**config.mk**
```make
export PLATFORM = sky130hd
export DESIGN_NAME = nivel2_timer
export DESIGN_NICKNAME = d
export VERILOG_FILES = /design/src/rtl/nivel2_timer.sv
export SDC_FILE = /design/constraint.sdc
export NUM_CORES = 1
export LEC_CHECK = 0
export CAP_MARGIN = 20
export CELL_PAD_IN_SITES_DETAIL_PLACEMENT = 1
export CELL_PAD_IN_SITES_GLOBAL_PLACEMENT = 1
export CORE_MARGIN = 2
export CORE_UTILIZATION = 44
export CTS_CLUSTER_DIAMETER = 100
export DETAILED_ROUTE_END_ITERATION = 6
export PLACE_DENSITY = 0.9
export SETUP_SLACK_MARGIN = 0.4
export SLEW_MARGIN = 25
export SYNTH_ARGS = -nofsm -noshare
export SYNTH_HDL_FRONTEND = slang
export SYNTH_SLANG_ARGS = --single-unit
```
**constraint.sdc**
```tcl
create_clock -name clk -period 3.1 [get_ports clk]
set_input_delay 0.62 -clock clk [delete_from_list [all_inputs] [get_ports clk]]
set_output_delay 0.62 -clock clk [all_outputs]
set_load 0.05 [all_outputs]
```
**src/rtl/nivel2_timer.sv**
```systemverilog
// nivel2_timer
// Countdown cook timer feeding the level-2 magnetron controller.
// A four-digit MM:SS value is keyed in while the magnetron is off. The value
// counts down once per second while the controller enables it.
//
// Parameters:
//   CLK_HZ - clk cycles per counted second (>= 2)
//   PW     - prescaler width, 2**PW >= CLK_HZ
// Ports:
//   clk        in   system clock, rising edge
//   rst        in   asynchronous active-high reset
//   clearn     in   synchronous active-low clear
//   enable     in   count enable (controller Q)
//   key_valid  in   one-cycle strobe, key_digit holds a new digit
//   key_digit  in   entered digit, binary 0-9 (10-15 ignored)
//   min_tens   out  BCD minutes tens
//   min_ones   out  BCD minutes ones
//   sec_tens   out  BCD seconds tens
//   sec_ones   out  BCD seconds ones
//   timer_done out  high while the time is 00:00
//   tick       out  one-cycle pulse after each decrement edge
module nivel2_timer #(
    parameter int CLK_HZ = 50_000_000,
    parameter int PW     = 26
) (
    input  logic       clk,
    input  logic       rst,
    input  logic       clearn,
    input  logic       enable,
    input  logic       key_valid,
    input  logic [3:0] key_digit,
    output logic [3:0] min_tens,
    output logic [3:0] min_ones,
    output logic [3:0] sec_tens,
    output logic [3:0] sec_ones,
    output logic       timer_done,
    output logic       tick
);

    localparam logic [PW-1:0] PRESC_LAST = PW'(CLK_HZ - 1);
    localparam logic [PW-1:0] PRESC_ZERO = {PW{1'b0}};
    localparam logic [PW-1:0] PRESC_ONE  = {{(PW-1){1'b0}}, 1'b1};

    // Time is held as {min_tens, min_ones, sec_tens, sec_ones}.
    logic [15:0]   time_r;
    logic [15:0]   time_s;
    logic [PW-1:0] presc_r;
    logic [PW-1:0] presc_s;
    logic          tick_r;
    logic          tick_s;
    logic          done_r;
    logic          done_s;
    logic          zero_s;
    logic          key_ok_s;

    // One-second decrement with the borrow chain starting at sec_ones.
    // Seconds tens wraps to 5, the other digits to 9. The caller never
    // decrements 00:00, so min_tens cannot underflow.
    function automatic logic [15:0] bcd_dec(input logic [15:0] t);
        logic [3:0] mt;
        logic [3:0] mo;
        logic [3:0] st;
        logic [3:0] so;
        mt = t[15:12];
        mo = t[11:8];
        st = t[7:4];
        so = t[3:0];
        if (so != 4'd0) begin
            so = so - 4'd1;
        end else begin
            so = 4'd9;
            if (st != 4'd0) begin
                st = st - 4'd1;
            end else begin
                st = 4'd5;
                if (mo != 4'd0) begin
                    mo = mo - 4'd1;
                end else begin
                    mo = 4'd9;
                    mt = mt - 4'd1;
                end
            end
        end
        return {mt, mo, st, so};
    endfunction

    assign zero_s   = (time_r == 16'h0000);
    assign key_ok_s = key_valid && !enable && (key_digit <= 4'd9);

    // Next-state: clear beats counting, counting beats key entry.
    always_comb begin
        time_s  = time_r;
        presc_s = zero_s ? PRESC_ZERO : presc_r;
        tick_s  = 1'b0;
        if (!clearn) begin
            time_s  = 16'h0000;
            presc_s = PRESC_ZERO;
        end else if (enable) begin
            // Keys pressed while enabled are dropped, not queued.
            if (zero_s) begin
                presc_s = PRESC_ZERO;
            end else if (presc_r == PRESC_LAST) begin
                presc_s = PRESC_ZERO;
                time_s  = bcd_dec(time_r);
                tick_s  = 1'b1;
            end else begin
                presc_s = presc_r + PRESC_ONE;
            end
        end else if (key_ok_s) begin
            // Shift left; the old min_tens falls off. The partial second
            // is kept, as for any pause.
            time_s = {time_r[11:0], key_digit};
        end else begin
            time_s = time_r;
        end
        // Done follows the next-state digits, so it moves with them.
        done_s = (time_s == 16'h0000);
    end

    // State and output registers.
    always_ff @(posedge clk or posedge rst) begin
        if (rst) begin
            time_r  <= 16'h0000;
            presc_r <= PRESC_ZERO;
            tick_r  <= 1'b0;
            done_r  <= 1'b1;
        end else begin
            time_r  <= time_s;
            presc_r <= presc_s;
            tick_r  <= tick_s;
            done_r  <= done_s;
        end
    end

    assign min_tens   = time_r[15:12];
    assign min_ones   = time_r[11:8];
    assign sec_tens   = time_r[7:4];
    assign sec_ones   = time_r[3:0];
    assign timer_done = done_r;
    assign tick       = tick_r;

endmodule

```
==> metrics.cfg <==
[routing]
drtAntennaViolNets=0
drtIter0Drc=368
routed_wl_um=11900
routed_via_density=6.94
dr.pass1.iters=7
route.detailed.wl_per_inst_um=24.4
drc=0
dr_total_vias=3373

[worst_setup_path]
critical_path.startpoint=presc_r[10]
cp-end-kind=flip-flop
path_class=flip-flop to flip-flop
crit_required_ns=3.36
crit_arrival_ns=3.11
rr_startpoint=presc_r[10]
cp_max_fo=5
cp-start-kind=flip-flop

[synth]
synth_fp_nets=361
avgSynthCellArea_um2=8.44
post-synth-top-count-cell=dfrtp_1
synth_largest_area_cell=dfrtp_1
yosysUniqueCellTypes=61
seq_area_frac_synth=0.377
synthTopCellsByCount=dfrtp_1, nand2_1, o21ai_0
syn_inst=346
yosys_most_used_dff=dfrtp_1
syn_area_um2=2920
synth-seq-cells=44
synth_area_leaders=dfrtp_1, o21ai_0, nand2_1
async_flop_share=1.00
yosysWarnings=0
synth_top_area_frac=0.368
synth_edf_count=0

[placed_design]
dp_hpwl_um=7130
placed_area_um2=3360
dp_slack_ns=0.107
io_buffers=26
place_congestion=0.990

[global_routing]
antenna_found_initial=0
use_met3=0.0496
grt_busiest_layer=met2
grt_use_total=0.280
grt-ovfl-total=0
grt_first_pass_wirelength_um=16100
grt_max_degree=26
met2_usage=0.493
first_global_vias=3194
met1_usage=0.340

[clock_tree]
ctsHoldBuffers=0
clk_pin_slew_worst_paths_ns=0.10
cts_tree=done
clockBufferDepth=2
h-tree-depth=2
clk_latency_ns=0.31
cts.sinks=44
root_buffer=clkbuf_8
cts_made_buffers=5

[power_and_ir_drop]
cellLeakagePower_nw=1.55
power.density_nw_per_um2=392
irDropWorstVdd_v=0.000227

[floorplan]
ios=27
dieHeight_um=85.5
die_x_um=85.5
core_area_um2=6390
rows=29
start_util=0.457
die_area_um2=7310

[sta]
skew_ns=0.0163
setup_tns_ns=0
setup_viol=0
final-max-slew-violation-count=0
rsz0062_at_grt=no
max_clock_freq_mhz=351
setup_ws_ns=0.255
maxSlewHeadroom=0.524
post-route-min-period_ns=2.85
hold_viol_final=0
period_share=0.918
worstMarginPinSlew_ns=0.712

[finish]
design_area_um2=3810
num_antenna_cells=0
drive_above_1_share=0.254
areaGrowthSynthToFinish_pct=30.4
final_nets=423
utilization=0.596

[worst_hold_path]
worstHoldPathType=flip-flop to flip-flop
min_from=presc_r[25]

[outcome]
status=finished clean

[flow_run]
maxCapViolCount=0

sequential cells by signal, indices dropped and copies added, names as in the netlist:
name,flops
time_r,16
presc_r,26
tick,1
timer_done,1
area by class of cell:
class	count	area [um^2]
well taps	77	96.3
clock inverters	2	35.0
inverters	15	58.8
fillers	769	2580
multi-input cells	276	1870
repair buffers	66	561
flip-flops and latches	44	1110
clock buffers	6	72.6
timing repair:
action,CTS,global route
pin swaps,3,14
gates resized for setup,19,22
setup endpoints to repair,17,25
setup buffers,3,21
kinds of logic after synthesis:
kind of cell | count (synthesis) | synth area share
mux | 12 | 0.0424
fa+ha+maj | 6 | 0.0257
compound gates | 90 | 0.194
xor+xnor | 3 | 0.00900
flops | 44 | 0.377
simple gates | 165 | 0.312
buf+inv | 26 | 0.0394
placed cells by master, fill, tap and decap left out, drive strengths merged, types with 2 or more instances in the layout:
master / instances
nand4: 12
or4: 3
nand2: 37
a211oi: 4
nand3: 20
xnor2: 2
clkdlybuf4s50: 26
or4b: 2
or3b: 3
mux2: 3
o31ai: 6
a311oi: 2
and3: 3
o21a: 2
o21ai: 37
and4: 3
inv: 15
clkbuf: 6
nor2b: 2
nor3: 20
ha: 6
a21oi: 13
a21o: 3
o22ai: 5
or2: 2
nor4: 11
nor3b: 5
nor2: 35
or3: 3
nand4b: 2
dfrtp: 43
mux2i: 9
buf: 40
a31oi: 6
per-stage QoR:
stage                     power (mW)  std cells  hold WS (ns)
after global routing            1.52        486         0.538
after floorplan                0.814        346         0.451
final                           1.49        486         0.516
after global placement         0.928        454         0.486
after CTS                       1.41        465         0.515
after detailed placement       0.937        454         0.506
path summary, 6_finish.rpt:
kind,endpoint,slack (ns),depth (start not counted)
min in group asynchronous,time_r[14],0.69,2
worst max-delay path,timer_done,0.25,8
worst max register to register,timer_done,0.25,8
worst min register to register,presc_r[25],0.52,1
max in group asynchronous,time_r[0],1.81,3
worst min-delay path,presc_r[25],0.52,1
power by group:
group          internal (mW)  switching [mW]  total, mW
registers              0.590          0.0240      0.614
clock network          0.240           0.222      0.462
logic                  0.156           0.260      0.416
worst max-delay path, cell delays in order (launching register included):
cell and delay [ns]:
dfrtp_1 0.42, or4b_4 0.57, nor4_4 0.29, buf_4 0.19, nand2_2 0.13, nor3_1 0.29, o211ai_1 0.16, nor4_2 0.49
and4_1 0.25
routing by layer:
metal  part of all wire  routed length [um]
met1               0.39                4600
met5                  0                   0
met3              0.066                 781
met2               0.50                5970
met4              0.042                 500
Power figures use the tool's default switching activity.
